===== src/rtl/score_fill_ctrl.sv =====
// score_fill_ctrl: sequencer that fills the Needleman-Wunsch score matrix in Scores_RAM.
// On start it writes the gap-penalty border (row 0 and column 0). It then visits every
// interior cell row-major: read diag/up/left, take the max of the three candidates,
// and write the result back. The last cell's score is kept on final_score.
//
// Optional feature macro: LEFT_FWD_EN. When defined, the left neighbour is forwarded
// from the previous write (or from i*GAP in column 1), so each cell takes 4 cycles
// instead of 5. RAM contents are the same either way.
//
// Ports:
//   clk, rst          clock (rising edge), asynchronous active-low reset
//   start             one-cycle request, sampled only while idle
//   match             character-compare result for the current i_idx/j_idx
//   i_idx, j_idx      current row-1 / column-1
//   ram_dout          Scores_RAM read data (valid the cycle after a read enable)
//   ram_din, ram_en_din, ram_we, ram_addr_din   write port
//   ram_en_dout, ram_addr_dout                  read port
//   busy, done, final_score                     status and result
module score_fill_ctrl #(
    parameter int N        = 5,
    parameter int ADDR_W   = $clog2(((N+1)*(N+1))-1)+1,
    parameter int GAP      = -2,
    parameter int MATCH    = 1,
    parameter int MISMATCH = -1
) (
    input  logic                    clk,
    input  logic                    rst,
    input  logic                    start,
    input  logic                    match,
    output logic [$clog2(N):0]      i_idx,
    output logic [$clog2(N):0]      j_idx,
    input  logic signed [8:0]       ram_dout,
    output logic signed [8:0]       ram_din,
    output logic                    ram_en_din,
    output logic                    ram_we,
    output logic [ADDR_W-1:0]       ram_addr_din,
    output logic                    ram_en_dout,
    output logic [ADDR_W-1:0]       ram_addr_dout,
    output logic                    busy,
    output logic                    done,
    output logic signed [8:0]       final_score
);

    localparam int unsigned IW = $clog2(N) + 1;
    localparam int unsigned CW = $clog2(2*N + 1) + 1;

    localparam logic signed [9:0]  GAP10      = 10'(GAP);
    localparam logic signed [9:0]  MATCH10    = 10'(MATCH);
    localparam logic signed [9:0]  MISMATCH10 = 10'(MISMATCH);
    localparam logic signed [19:0] GAP20      = 20'(GAP);

    localparam logic [2:0] S_IDLE = 3'd0;
    localparam logic [2:0] S_INIT = 3'd1;
    localparam logic [2:0] S_RD_D = 3'd2;
    localparam logic [2:0] S_RD_U = 3'd3;
    localparam logic [2:0] S_RD_L = 3'd4;
    localparam logic [2:0] S_CALC = 3'd5;
    localparam logic [2:0] S_WR   = 3'd6;
    localparam logic [2:0] S_DONE = 3'd7;

    // Row-major matrix address of (r, c), both in 0..N.
    function automatic logic [ADDR_W-1:0] cell_addr(input logic [IW-1:0] r,
                                                    input logic [IW-1:0] c);
        cell_addr = ADDR_W'(r) * ADDR_W'(N + 1) + ADDR_W'(c);
    endfunction

    // Clamp a 10-bit sum to the 9-bit signed range.
    function automatic logic signed [8:0] sat10(input logic signed [9:0] x);
        if (x > 10'sd255)       sat10 = 9'sh0FF;
        else if (x < -10'sd256) sat10 = 9'sh100;
        else                    sat10 = x[8:0];
    endfunction

    // Border value k*GAP, clamped to the 9-bit signed range.
    function automatic logic signed [8:0] border(input logic [IW-1:0] k);
        logic signed [19:0] p;
        p = $signed(20'(k)) * GAP20;
        if (p > 20'sd255)       border = 9'sh0FF;
        else if (p < -20'sd256) border = 9'sh100;
        else                    border = p[8:0];
    endfunction

    logic [2:0]          state, state_nxt;
    logic [CW-1:0]       cnt_q, cnt_nxt;
    logic [IW-1:0]       i_nxt, j_nxt;
    logic [IW-1:0]       bidx;
    logic signed [8:0]   diag_q, score_q;
`ifndef LEFT_FWD_EN
    logic signed [8:0]   up_q;
`endif

    logic signed [8:0]   din_nxt, final_nxt;
    logic                wr_nxt, rd_nxt, busy_nxt, done_nxt;
    logic [ADDR_W-1:0]   addr_din_nxt, addr_dout_nxt;

    logic signed [8:0]   up_src, left_src;
    logic signed [9:0]   s10, u10, l10;
    logic signed [8:0]   s9, u9, l9, best;

    // Cell score from the latched neighbours and the current match flag.
    always_comb begin
`ifdef LEFT_FWD_EN
        up_src   = ram_dout;
        left_src = (j_idx == '0) ? border(IW'(i_idx + IW'(1))) : score_q;
`else
        up_src   = up_q;
        left_src = ram_dout;
`endif
        s10  = $signed({diag_q[8], diag_q}) + (match ? MATCH10 : MISMATCH10);
        u10  = $signed({up_src[8], up_src}) + GAP10;
        l10  = $signed({left_src[8], left_src}) + GAP10;
        s9   = sat10(s10);
        u9   = sat10(u10);
        l9   = sat10(l10);
        best = s9;
        if (u9 > best) best = u9;
        if (l9 > best) best = l9;
    end

    // Next state, counters, and next values of the registered outputs.
    always_comb begin
        state_nxt     = state;
        cnt_nxt       = cnt_q;
        i_nxt         = i_idx;
        j_nxt         = j_idx;
        bidx          = '0;
        din_nxt       = '0;
        wr_nxt        = 1'b0;
        rd_nxt        = 1'b0;
        addr_din_nxt  = '0;
        addr_dout_nxt = '0;
        busy_nxt      = 1'b0;
        done_nxt      = 1'b0;
        final_nxt     = final_score;

        case (state)
            S_IDLE: begin
                if (start) begin
                    state_nxt = S_INIT;
                    cnt_nxt   = '0;
                end
            end
            S_INIT: begin
                if (cnt_q == CW'(2*N)) begin
                    state_nxt = S_RD_D;
                    i_nxt     = '0;
                    j_nxt     = '0;
                end else begin
                    cnt_nxt = cnt_q + CW'(1);
                end
            end
            S_RD_D: state_nxt = S_RD_U;
`ifdef LEFT_FWD_EN
            S_RD_U: state_nxt = S_CALC;
`else
            S_RD_U: state_nxt = S_RD_L;
`endif
            S_RD_L: state_nxt = S_CALC;
            S_CALC: state_nxt = S_WR;
            S_WR: begin
                if (j_idx < IW'(N - 1)) begin
                    state_nxt = S_RD_D;
                    j_nxt     = IW'(j_idx + IW'(1));
                end else if (i_idx < IW'(N - 1)) begin
                    state_nxt = S_RD_D;
                    i_nxt     = IW'(i_idx + IW'(1));
                    j_nxt     = '0;
                end else begin
                    state_nxt = S_DONE;
                    i_nxt     = '0;
                    j_nxt     = '0;
                end
            end
            S_DONE:  state_nxt = S_IDLE;
            default: state_nxt = S_IDLE;
        endcase

        // Outputs are registered, so they are decoded from the state being entered.
        case (state_nxt)
            S_INIT: begin
                busy_nxt = 1'b1;
                wr_nxt   = 1'b1;
                if (cnt_nxt == '0) begin
                    addr_din_nxt = '0;
                    din_nxt      = '0;
                end else if (cnt_nxt <= CW'(N)) begin
                    bidx         = IW'(cnt_nxt);
                    addr_din_nxt = cell_addr('0, bidx);
                    din_nxt      = border(bidx);
                end else begin
                    bidx         = IW'(cnt_nxt - CW'(N));
                    addr_din_nxt = cell_addr(bidx, '0);
                    din_nxt      = border(bidx);
                end
            end
            S_RD_D: begin
                busy_nxt      = 1'b1;
                rd_nxt        = 1'b1;
                addr_dout_nxt = cell_addr(i_nxt, j_nxt);
            end
            S_RD_U: begin
                busy_nxt      = 1'b1;
                rd_nxt        = 1'b1;
                addr_dout_nxt = cell_addr(i_nxt, IW'(j_nxt + IW'(1)));
            end
            S_RD_L: begin
                busy_nxt      = 1'b1;
                rd_nxt        = 1'b1;
                addr_dout_nxt = cell_addr(IW'(i_nxt + IW'(1)), j_nxt);
            end
            S_CALC: busy_nxt = 1'b1;
            S_WR: begin
                busy_nxt     = 1'b1;
                wr_nxt       = 1'b1;
                addr_din_nxt = cell_addr(IW'(i_nxt + IW'(1)), IW'(j_nxt + IW'(1)));
                din_nxt      = best;
            end
            S_DONE: begin
                done_nxt  = 1'b1;
                final_nxt = score_q;
            end
            default: ;
        endcase
    end

    // State, counters, neighbour latches and registered outputs.
    always_ff @(posedge clk or negedge rst) begin
        if (!rst) begin
            state         <= S_IDLE;
            cnt_q         <= '0;
            i_idx         <= '0;
            j_idx         <= '0;
            diag_q        <= '0;
            score_q       <= '0;
`ifndef LEFT_FWD_EN
            up_q          <= '0;
`endif
            ram_din       <= '0;
            ram_en_din    <= 1'b0;
            ram_we        <= 1'b0;
            ram_addr_din  <= '0;
            ram_en_dout   <= 1'b0;
            ram_addr_dout <= '0;
            busy          <= 1'b0;
            done          <= 1'b0;
            final_score   <= '0;
        end else begin
            state         <= state_nxt;
            cnt_q         <= cnt_nxt;
            i_idx         <= i_nxt;
            j_idx         <= j_nxt;
            ram_din       <= din_nxt;
            ram_en_din    <= wr_nxt;
            ram_we        <= wr_nxt;
            ram_addr_din  <= addr_din_nxt;
            ram_en_dout   <= rd_nxt;
            ram_addr_dout <= addr_dout_nxt;
            busy          <= busy_nxt;
            done          <= done_nxt;
            final_score   <= final_nxt;
            // Read data arrives one cycle after its read state.
            if (state == S_RD_U) diag_q <= ram_dout;
`ifndef LEFT_FWD_EN
            if (state == S_RD_L) up_q <= ram_dout;
`endif
            if (state == S_CALC) score_q <= best;
        end
    end

endmodule


===== config.mk =====
export PLATFORM = sky130hd
export DESIGN_NAME = score_fill_ctrl
export DESIGN_NICKNAME = d
export VERILOG_FILES = /design/src/rtl/score_fill_ctrl.sv
export SDC_FILE = /design/constraint.sdc
export NUM_CORES = 1
export LEC_CHECK = 0
export CORE_MARGIN = 5
export CORE_UTILIZATION = 55
export DETAILED_ROUTE_END_ITERATION = 10
export PLACE_DENSITY = 0.77
export SLEW_MARGIN = 20
export SYNTH_ARGS = -nofsm -noshare
export SYNTH_HDL_FRONTEND = slang
export SYNTH_SLANG_ARGS = --single-unit
export TNS_END_PERCENT = 20

===== constraint.sdc =====
create_clock -name clk -period 10.2 [get_ports clk]
set_clock_uncertainty 0.05 [all_clocks]
set_input_delay 2.04 -clock clk [delete_from_list [all_inputs] [get_ports clk]]
set_output_delay 2.04 -clock clk [all_outputs]
set_load 0.005 [all_outputs]

==> results of run 1 <==
-- cell usage after synthesis (8+ instances only) --
| cell | number | share of area, % |
|---|---|---|
| nand3_1 | 13 | 1.0 |
| o21ai_0 | 53 | 4.2 |
| nand2b_1 | 13 | 1.3 |
| nor3_1 | 16 | 1.3 |
| clkbuf_1 | 12 | 0.72 |
| nor2_1 | 55 | 3.3 |
| inv_1 | 44 | 2.6 |
| o211ai_1 | 9 | 1.1 |
| mux2i_1 | 8 | 1.3 |
| xnor2_1 | 25 | 3.5 |
| o22ai_1 | 13 | 1.3 |
| ha_1 | 67 | 13 |
| xor2_1 | 11 | 1.5 |
| a21oi_1 | 27 | 2.2 |
| dfrtp_1 | 79 | 31 |
| a21o_1 | 11 | 1.3 |
| nor2b_1 | 8 | 0.80 |
| and2_1 | 10 | 1.0 |
| nand2_1 | 73 | 4.4 |
| mux2_2 | 19 | 3.4 |
-- metal layers --
layer	vias up	share of wire (%)	wire length [um]	GRT usage (%)
met5	-	0	0	0
met4	0	1.4	241	8.49
met3	20	5.9	987	3.65
met2	186	48	7970	41.3
met1	2683	45	7430	34.7
li1	2609	-	-	-
-- stage by stage --
step / power (mW) / instances / setup slack, ns
floorplan: 0.535 / 696 / 2.92
global placement: 0.605 / 878 / 1.50
detailed placement: 0.611 / 878 / 1.41
CTS: 0.966 / 893 / 1.73
global route: 1.02 / 893 / 1.29
finish: 0.965 / 893 / 1.58
-- state kept, by name (all words and copies together) (netlist names) --
name           cells
diag_q             9
final_score        9
ram_din            9
score_q            9
up_q               9
ram_addr_din       7
ram_addr_dout      7
cnt_q              5
i_idx              4
j_idx              4
state              3
busy               1
done               1
ram_en_dout        1
ram_we             1
-- power groups by stage --
stage | combinational (mW) | clock [mW] | sequential, mW
after CTS | 0.257 | 0.359 | 0.351
after floorplan | 0.186 | 0 | 0.349
after global placement | 0.252 | 0 | 0.353
after detailed placement | 0.254 | 0 | 0.356
after global routing | 0.291 | 0.372 | 0.353
final | 0.261 | 0.354 | 0.350
-- kinds of logic (layout without fill, tap and decap cells) --
family	count (synthesis)	in the layout	share of synthesized area, %
XOR/XNOR	37	37	5.28
buffers and inverters	64	118	4.16
adder cells (fa/ha/maj)	79	79	16.2
flip-flops	79	79	31.5
multiplexers	27	27	4.68
AND/OR/NAND/NOR	229	229	18.4
AO/OA/AOI/OAI	181	181	19.9
-- worst min-delay path: stages, from the launching register on --
cell	delay, ns
dfrtp_1	0.34
nand2_1	0.04
o21ai_0	0.06
-- area by class of cell --
class                           instances  area [sq um]  area share [%]
Multi-Input combinational cell        553          4050            55.6
Sequential cell                        79          1980            27.2
Timing Repair Buffer                   59           587            8.06
Clock buffer                           10           239            3.28
Tap cell                              143           179            2.46
Inverter                               44           165            2.27
Clock inverter                          5          81.3            1.12
-- final timing paths --
| kind | from | endpoint | slack (ns) | cells past startpoint |
|---|---|---|---|---|
| worst max-delay path | match | ram_din[0]$_DFF_PN0_ | 1.58 | 22 |
| worst min-delay path | score_q[8]$_DFFE_PN0P_ | score_q[8]$_DFFE_PN0P_ | 0.43 | 2 |
| worst max register to register | diag_q[2]$_DFFE_PN0N_ | ram_din[0]$_DFF_PN0_ | 3.65 | 20 |
| worst min register to register | score_q[8]$_DFFE_PN0P_ | score_q[8]$_DFFE_PN0P_ | 0.43 | 2 |
| max in group asynchronous | rst | diag_q[1]$_DFFE_PN0N_ | 7.91 | 1 |
| min in group asynchronous | rst | done$_DFF_PN0_ | 1.68 | 1 |
==> flow_summary.json, run 1 <==
{
  "fin_area_sq_um": 7280,
  "area_growth_pct": 15.8,
  "grt_pass1_vias": 5290,
  "path_buf_inv": 2,
  "slowest_stage": "xnor2_2",
  "fp.dieArea_sq_um": 13700,
  "synth_edf_count": 0,
  "diodes": 0,
  "portBuffers": 57,
  "synth_cell_types": 84,
  "nets": 832,
  "swShare_pct": 32.2,
  "vias": 5498,
  "cts-buffers-inserted": 9,
  "drt-initial-drc-count": 462,
  "yosysWarnings": 0,
  "cts_tree": "done",
  "fin_util_pct": 64.3,
  "cpMostUsedCell": "ha_1",
  "timing.final.hold_violations": 0,
  "netSwitchingPower_mw": 0.311,
  "via_per_inst": 6.16,
  "start_kind": "input port",
  "n_fill_cell": 955,
  "fp.coreArea_sq_um": 11300,
  "cts_root_buf": "clkbuf_16",
  "clockBufferDepth": 2,
  "critPathMaxStageDelay_ns": 0.64,
  "drcViolationCount": 0,
  "max_freq_ghz": 0.116,
  "cp_cell_sequence": "clkdlybuf4s50_1, inv_1, ha_1, nor2b_1, o31ai_2, a2bb2oi_2, xnor2_2, maj3_1, ha_1, a2111o_1, or3_1, and2_1, a21oi_1, a21oi_1, ha_1, nor2b_1, o211ai_1, a2111oi_0, nor3_1, nor2_1, mux2_2, o211ai_1",
  "critPathTopFamily": "compound AO/OA/AOI/OAI gates",
  "finalWeightedCongestion": 0.890,
  "drive_above_1_share_pct": 9.47,
  "ant_nets": 0,
  "slew_violations": 0,
  "antenna_found_initial": 0,
  "clockPowerShare_pct": 36.7,
  "initial_core_util_pct": 55.5,
  "period_needed_ns": 8.62,
  "grt_first_pass_wirelength_mm": 26.9,
  "holdBufCountCts": 0,
  "dr.pass1.iters": 5,
  "setup_viol": 0,
  "setup-tns-final_ns": 0,
  "rows": 39,
  "worst_pin_slew_ns": 0.905,
  "num_io_pins": 58,
  "final_common_cell": "dfrtp_1",
  "synth_flop_cell": "dfrtp_1",
  "rsz0062_at_grt": "false",
  "whs_ns": 0.427,
  "ir_drop_mv": 0.117,
  "htreeDepth": 3,
  "slew-limit-headroom_pct": 39.5,
  "hpwlAfterDp_mm": 12.8,
  "overflow": 0,
  "endpoint_kind": "register",
  "async_flop_share_pct": 100,
  "pwr-share-comb_pct": 27.1,
  "synth-seq-area-share_pct": 31.5,
  "p_seq_share_pct": 36.3,
  "crit_required_ns": 10.41,
  "placed_cell_area_sq_um": 6950,
  "dieWidth_um": 117,
  "cts.sinks": 79,
  "cts-resized-gates": 0,
  "post-cts-setup-buffers": 0,
  "drv_cap": 0,
  "status": "finished clean",
  "critical_path_class": "in2reg",
  "min_path_type": "reg2reg",
  "post_drt_wl_per_cell_um": 18.6,
  "fin_crit_sh_pct": 84.5,
  "netlist_area_sq_um": 6280,
  "critPathMaxFanout": 19,
  "grt_max_degree": 80,
  "cell_internal_pwr_mw": 0.654,
  "ys_ff_latch": 79,
  "clk_pin_slew_ns": 0.06,
  "synth_fp_nets": 782,
  "die_h_um": 117,
  "syn-instance-count": 696,
  "grt_use_total_pct": 25.3,
  "p_leak_nw": 3.24,
  "clkLatencyLatePin_ns": 0.35,
  "finalWirelength_mm": 16.6,
  "power_density_nw_per_um2": 133,
  "syn_area_per_cell_sq_um": 9.03,
  "cp.arrival_ns": 8.83,
  "layout_common_cells": "dfrtp_1 (79), nand2_1 (73), ha_1 (67)"
}
No activity file was read; power rests on OpenSTA's default activity.
==> inputs of run 2 (changes only) <==
CORE_UTILIZATION = 53   (was 55)
clock period = 7.3 ns   (was 10.2 ns; I/O delays follow)
==> flow_summary.json, run 2 (synthesized netlist as in run 1, its figures left out) <==
{
  "critical_path_class": "in2reg",
  "endpoint_kind": "register",
  "slew-limit-headroom_pct": 29.5,
  "placed_cell_area_sq_um": 7050,
  "dr.pass1.iters": 6,
  "fin_crit_sh_pct": 95.5,
  "dieWidth_um": 119,
  "cts-buffers-inserted": 9,
  "ir_drop_mv": 0.131,
  "grt_pass1_vias": 5375,
  "clk_pin_slew_ns": 0.06,
  "num_io_pins": 58,
  "die_h_um": 119,
  "drive_above_1_share_pct": 11.6,
  "post-place-ws_ns": -0.0994,
  "cp_cell_sequence": "clkdlybuf4s50_1, inv_1, ha_1, nor2b_1, o31ai_2, a2bb2oi_2, xnor2_2, buf_4, maj3_1, ha_1, nor2_1, a211oi_1, or3_1, and2_1, a21oi_2, a21oi_1, ha_1, nor2b_1, o211ai_1, a2111oi_1, nor3_2, or2_2, o21ai_0, o22ai_1",
  "critPathMaxStageDelay_ns": 0.52,
  "power.total_mw": 1.45,
  "ant_nets": 0,
  "fp.coreArea_sq_um": 11500,
  "max_freq_ghz": 0.143,
  "p_leak_nw": 3.33,
  "area_growth_pct": 18.5,
  "grt_max_degree": 80,
  "clockBufferDepth": 2,
  "setup_ws_ns": 0.326,
  "final_common_cell": "dfrtp_1",
  "post-cts-setup-buffers": 0,
  "drcViolationCount": 0,
  "cts_tree": "done",
  "rows": 39,
  "timing.final.hold_violations": 0,
  "critPathTopFamily": "compound AO/OA/AOI/OAI gates",
  "vias": 5406,
  "finalWeightedCongestion": 1.05,
  "worst_pin_slew_ns": 1.05,
  "start_kind": "input port",
  "htreeDepth": 3,
  "nets": 845,
  "initial_core_util_pct": 54.6,
  "antenna_found_initial": 0,
  "hpwlAfterDp_mm": 12.7,
  "clkLatencyLatePin_ns": 0.35,
  "status": "finished clean",
  "crit_required_ns": 7.47,
  "placed_cells_incl_taps": 891,
  "cts_root_buf": "clkbuf_16",
  "via_per_inst": 5.96,
  "cts-resized-gates": 0,
  "cts.sinks": 79,
  "finalWirelength_mm": 16.4,
  "period_needed_ns": 6.97,
  "fin_area_sq_um": 7450,
  "slew_violations": 0,
  "setup_viol": 0,
  "portBuffers": 57,
  "path_buf_inv": 3,
  "drt-initial-drc-count": 326,
  "critPathMaxFanout": 16,
  "overflow": 0,
  "power_density_nw_per_um2": 195,
  "instances_no_fill": 907,
  "grt_use_total_pct": 23.9,
  "min_path_type": "reg2reg",
  "cp.arrival_ns": 7.14,
  "fp.dieArea_sq_um": 14100,
  "slowest_stage": "clkdlybuf4s50_1",
  "layout_common_cells": "dfrtp_1 (79), nand2_1 (73), ha_1 (67)",
  "drv_cap": 0,
  "cpMostUsedCell": "ha_1",
  "grt_first_pass_wirelength_mm": 27.4,
  "holdBufCountCts": 0,
  "diodes": 0,
  "post_drt_wl_per_cell_um": 18.0
}
[run 2: path summary, 6_finish.rpt]
path,from,end,slack [ns],cells after the start
min in group asynchronous,rst,ram_din[8]$_DFF_PN0_,1.11,1
worst max register to register,diag_q[0]$_DFFE_PN0N_,ram_din[6]$_DFF_PN0_,1.72,23
worst max-delay path,match,ram_din[6]$_DFF_PN0_,0.33,24
worst min register to register,score_q[7]$_DFFE_PN0P_,score_q[7]$_DFFE_PN0P_,0.43,2
max in group asynchronous,rst,diag_q[5]$_DFFE_PN0N_,5.62,1
worst min-delay path,score_q[7]$_DFFE_PN0P_,score_q[7]$_DFFE_PN0P_,0.43,2
[run 2: final cells by class]
type                            count  area [sq um]
Sequential cell                    79          1980
Clock buffer                        9           225
Inverter                           44           165
Timing Repair Buffer               72           684
Fill cell                         940          4070
Clock inverter                      7           144
Multi-Input combinational cell    553          4070
Tap cell                          143           179
[run 2: worst min-delay path: stages, from the launching register on]
cell and delay, ns:
dfrtp_1 0.34, nand2_1 0.05, o21ai_0 0.06
[run 2: power breakdown]
group	switching, mW	internal, mW
Sequential	0.0205	0.468
Clock	0.192	0.371
Combinational	0.233	0.170
[run 2: metal layers]
metal	routed length, um	up-vias	global-route usage [%]
met5	0	-	0
met4	496	0	10.4
met3	855	32	3.55
met2	7480	158	37.5
met1	7540	2581	33.2
li1	-	2635	-
[run 2: stage by stage]
stage                     utilization [%]  setup TNS, ns  hold WS [ns]
after global placement               61.2       -0.00565         0.413
after floorplan                         -              0         0.393
final                                64.7              0         0.433
after detailed placement             61.2         -0.378         0.419
after global routing                 64.7         -0.505         0.469
after CTS                            64.4              0         0.434
==> inputs of run 3 (changes only) <==
--- a/config.mk
+++ b/config.mk
@@ -11,2 +11,3 @@
 export PLACE_DENSITY = 0.77
+export SETUP_SLACK_MARGIN = 0.02
 export SLEW_MARGIN = 20
--- a/constraint.sdc
+++ b/constraint.sdc
@@ -4,2 +4,2 @@
 set_output_delay 1.46 -clock clk [all_outputs]
-set_load 0.005 [all_outputs]
+set_load 0.05 [all_outputs]
==> flow_summary.json, run 3 (synthesized netlist as in run 1, its figures left out) <==
{
  "layout_common_cells": "dfrtp_1 (79), nand2_1 (73), ha_1 (67)",
  "overflow": 0,
  "max_freq_ghz": 0.144,
  "endpoint_kind": "register",
  "instances_no_fill": 907,
  "min_from": "score_q[7]$_DFFE_PN0P_",
  "htreeDepth": 3,
  "diodes": 0,
  "portBuffers": 57,
  "clkLatencyLatePin_ns": 0.35,
  "slew-limit-headroom_pct": 29.5,
  "critPathMaxFanout": 16,
  "via_per_inst": 5.95,
  "cts-buffers-inserted": 9,
  "clockPowerShare_pct": 38.7,
  "start_kind": "input port",
  "vias": 5398,
  "cp.arrival_ns": 7.11,
  "swShare_pct": 30.7,
  "drcViolationCount": 0,
  "ir_drop_mv": 0.132,
  "timing.final.hold_violations": 0,
  "setup_viol": 0,
  "finalWeightedCongestion": 1.05,
  "final_common_cell": "dfrtp_1",
  "fp.coreArea_sq_um": 11500,
  "setup-tns-final_ns": 0,
  "grt_max_degree": 80,
  "cts_tree": "done",
  "startpoint": "match",
  "drive_above_1_share_pct": 11.6,
  "cts_root_buf": "clkbuf_16",
  "critical_path_class": "in2reg",
  "area_growth_pct": 18.5,
  "finalWirelength_mm": 16.4,
  "clk_pin_slew_ns": 0.06,
  "dieWidth_um": 119,
  "hpwlAfterDp_mm": 12.7,
  "post-cts-setup-buffers": 0,
  "pwr-share-comb_pct": 27.8,
  "p_leak_nw": 3.33,
  "rows": 39,
  "period_needed_ns": 6.97,
  "grt_pass1_vias": 5375,
  "initial_core_util_pct": 54.6,
  "grt_use_total_pct": 23.9,
  "fin_crit_sh_pct": 95.4,
  "grt_first_pass_wirelength_mm": 27.4,
  "nets": 845,
  "cts.sinks": 79,
  "drt-initial-drc-count": 328,
  "power_density_nw_per_um2": 195,
  "clockBufferDepth": 2,
  "drv_cap": 0,
  "dr.pass1.iters": 5,
  "crit_required_ns": 7.45,
  "min_path_type": "reg2reg",
  "worst_pin_slew_ns": 1.05,
  "die_h_um": 119,
  "num_io_pins": 58,
  "ant_nets": 0,
  "slew_violations": 0,
  "p_seq_share_pct": 33.6,
  "cell_internal_pwr_mw": 1.01,
  "placed_cells_incl_taps": 891,
  "reg2reg_slack_ns": 1.73,
  "antenna_found_initial": 0,
  "netSwitchingPower_mw": 0.447,
  "post_drt_wl_per_cell_um": 18.0,
  "fp.dieArea_sq_um": 14100,
  "worstReg2RegStart": "diag_q[0]$_DFFE_PN0N_",
  "status": "finished clean"
}
[run 3: cell count changes in the layout (fill, tap and decap cells not counted)]
cell / previous run / this run
o21ai_0: 52 / 51
o21ai_1: 1 / 2
[run 3: through the flow]
step                      worst slack, ns  power, mW  util (%)  hold slack [ns]  instance area (sq um)
after detailed placement          -0.0994      0.882      61.2            0.419                   7050
final                               0.335       1.45      64.7            0.433                   7450
after CTS                           0.259       1.45      64.4            0.434                   7420
after global placement           -0.00565      0.877      61.2            0.413                   7050
after floorplan                     0.600      0.747         -            0.393                   6280
after global routing              -0.0653       1.53      64.7            0.469                   7450
[run 3: per-layer routing]
| metal | GRT usage (%) | vias to the layer above | routed length [um] |
|---|---|---|---|
| met2 | 37.5 | 148 | 7440 |
| met4 | 10.4 | 0 | 506 |
| met5 | 0 | - | 0 |
| li1 | - | 2635 | - |
| met1 | 33.2 | 2585 | 7620 |
| met3 | 3.55 | 30 | 795 |
[run 3: area by class of cell]
type,instances,area (sq um)
Clock buffer,9,225
Inverter,44,165
Tap cell,143,179
Multi-Input combinational cell,553,4070
Timing Repair Buffer,72,684
Sequential cell,79,1980
Fill cell,940,4070
Clock inverter,7,144
[run 3: path summary, 6_finish.rpt]
check,endpoint,depth (start not counted)
max in group asynchronous,diag_q[5]$_DFFE_PN0N_,1
hold / removal,score_q[7]$_DFFE_PN0P_,2
setup reg to reg,ram_din[7]$_DFF_PN0_,23
min in group asynchronous,ram_din[8]$_DFF_PN0_,1
hold reg to reg,score_q[7]$_DFFE_PN0P_,2
setup / recovery,ram_din[7]$_DFF_PN0_,24
[run 3: power groups by stage]
stage	Combinational [mW]	Sequential [mW]	Clock, mW
2_1_floorplan	0.260	0.487	0
3_3_place_gp	0.382	0.495	0
3_5_place_dp	0.385	0.498	0
4_1_cts	0.389	0.489	0.569
5_1_grt	0.452	0.492	0.590
6_report	0.404	0.488	0.563
[run 3: worst max-delay path, cell delays in order]
cell and delay [ns]:
clkdlybuf4s50_1 0.52, inv_1 0.16, ha_1 0.34, nor2b_1 0.15
o31ai_2 0.31, a2bb2oi_2 0.12, xnor2_2 0.15, buf_4 0.19
maj3_1 0.39, ha_1 0.32, nor2_1 0.11, a211oi_1 0.06
or3_1 0.38, and2_1 0.26, a21oi_2 0.20, a21oi_1 0.11
ha_1 0.30, nor2b_1 0.13, o211ai_1 0.09, a2111oi_1 0.46
nor3_2 0.11, or2_2 0.41, o21ai_0 0.25, o21ai_0 0.12
[run 3: timing repair]
item | in CTS | in global routing
hold buffers | 0 | 0
setup endpoints to repair | 0 | 15
resized for setup | 0 | 7
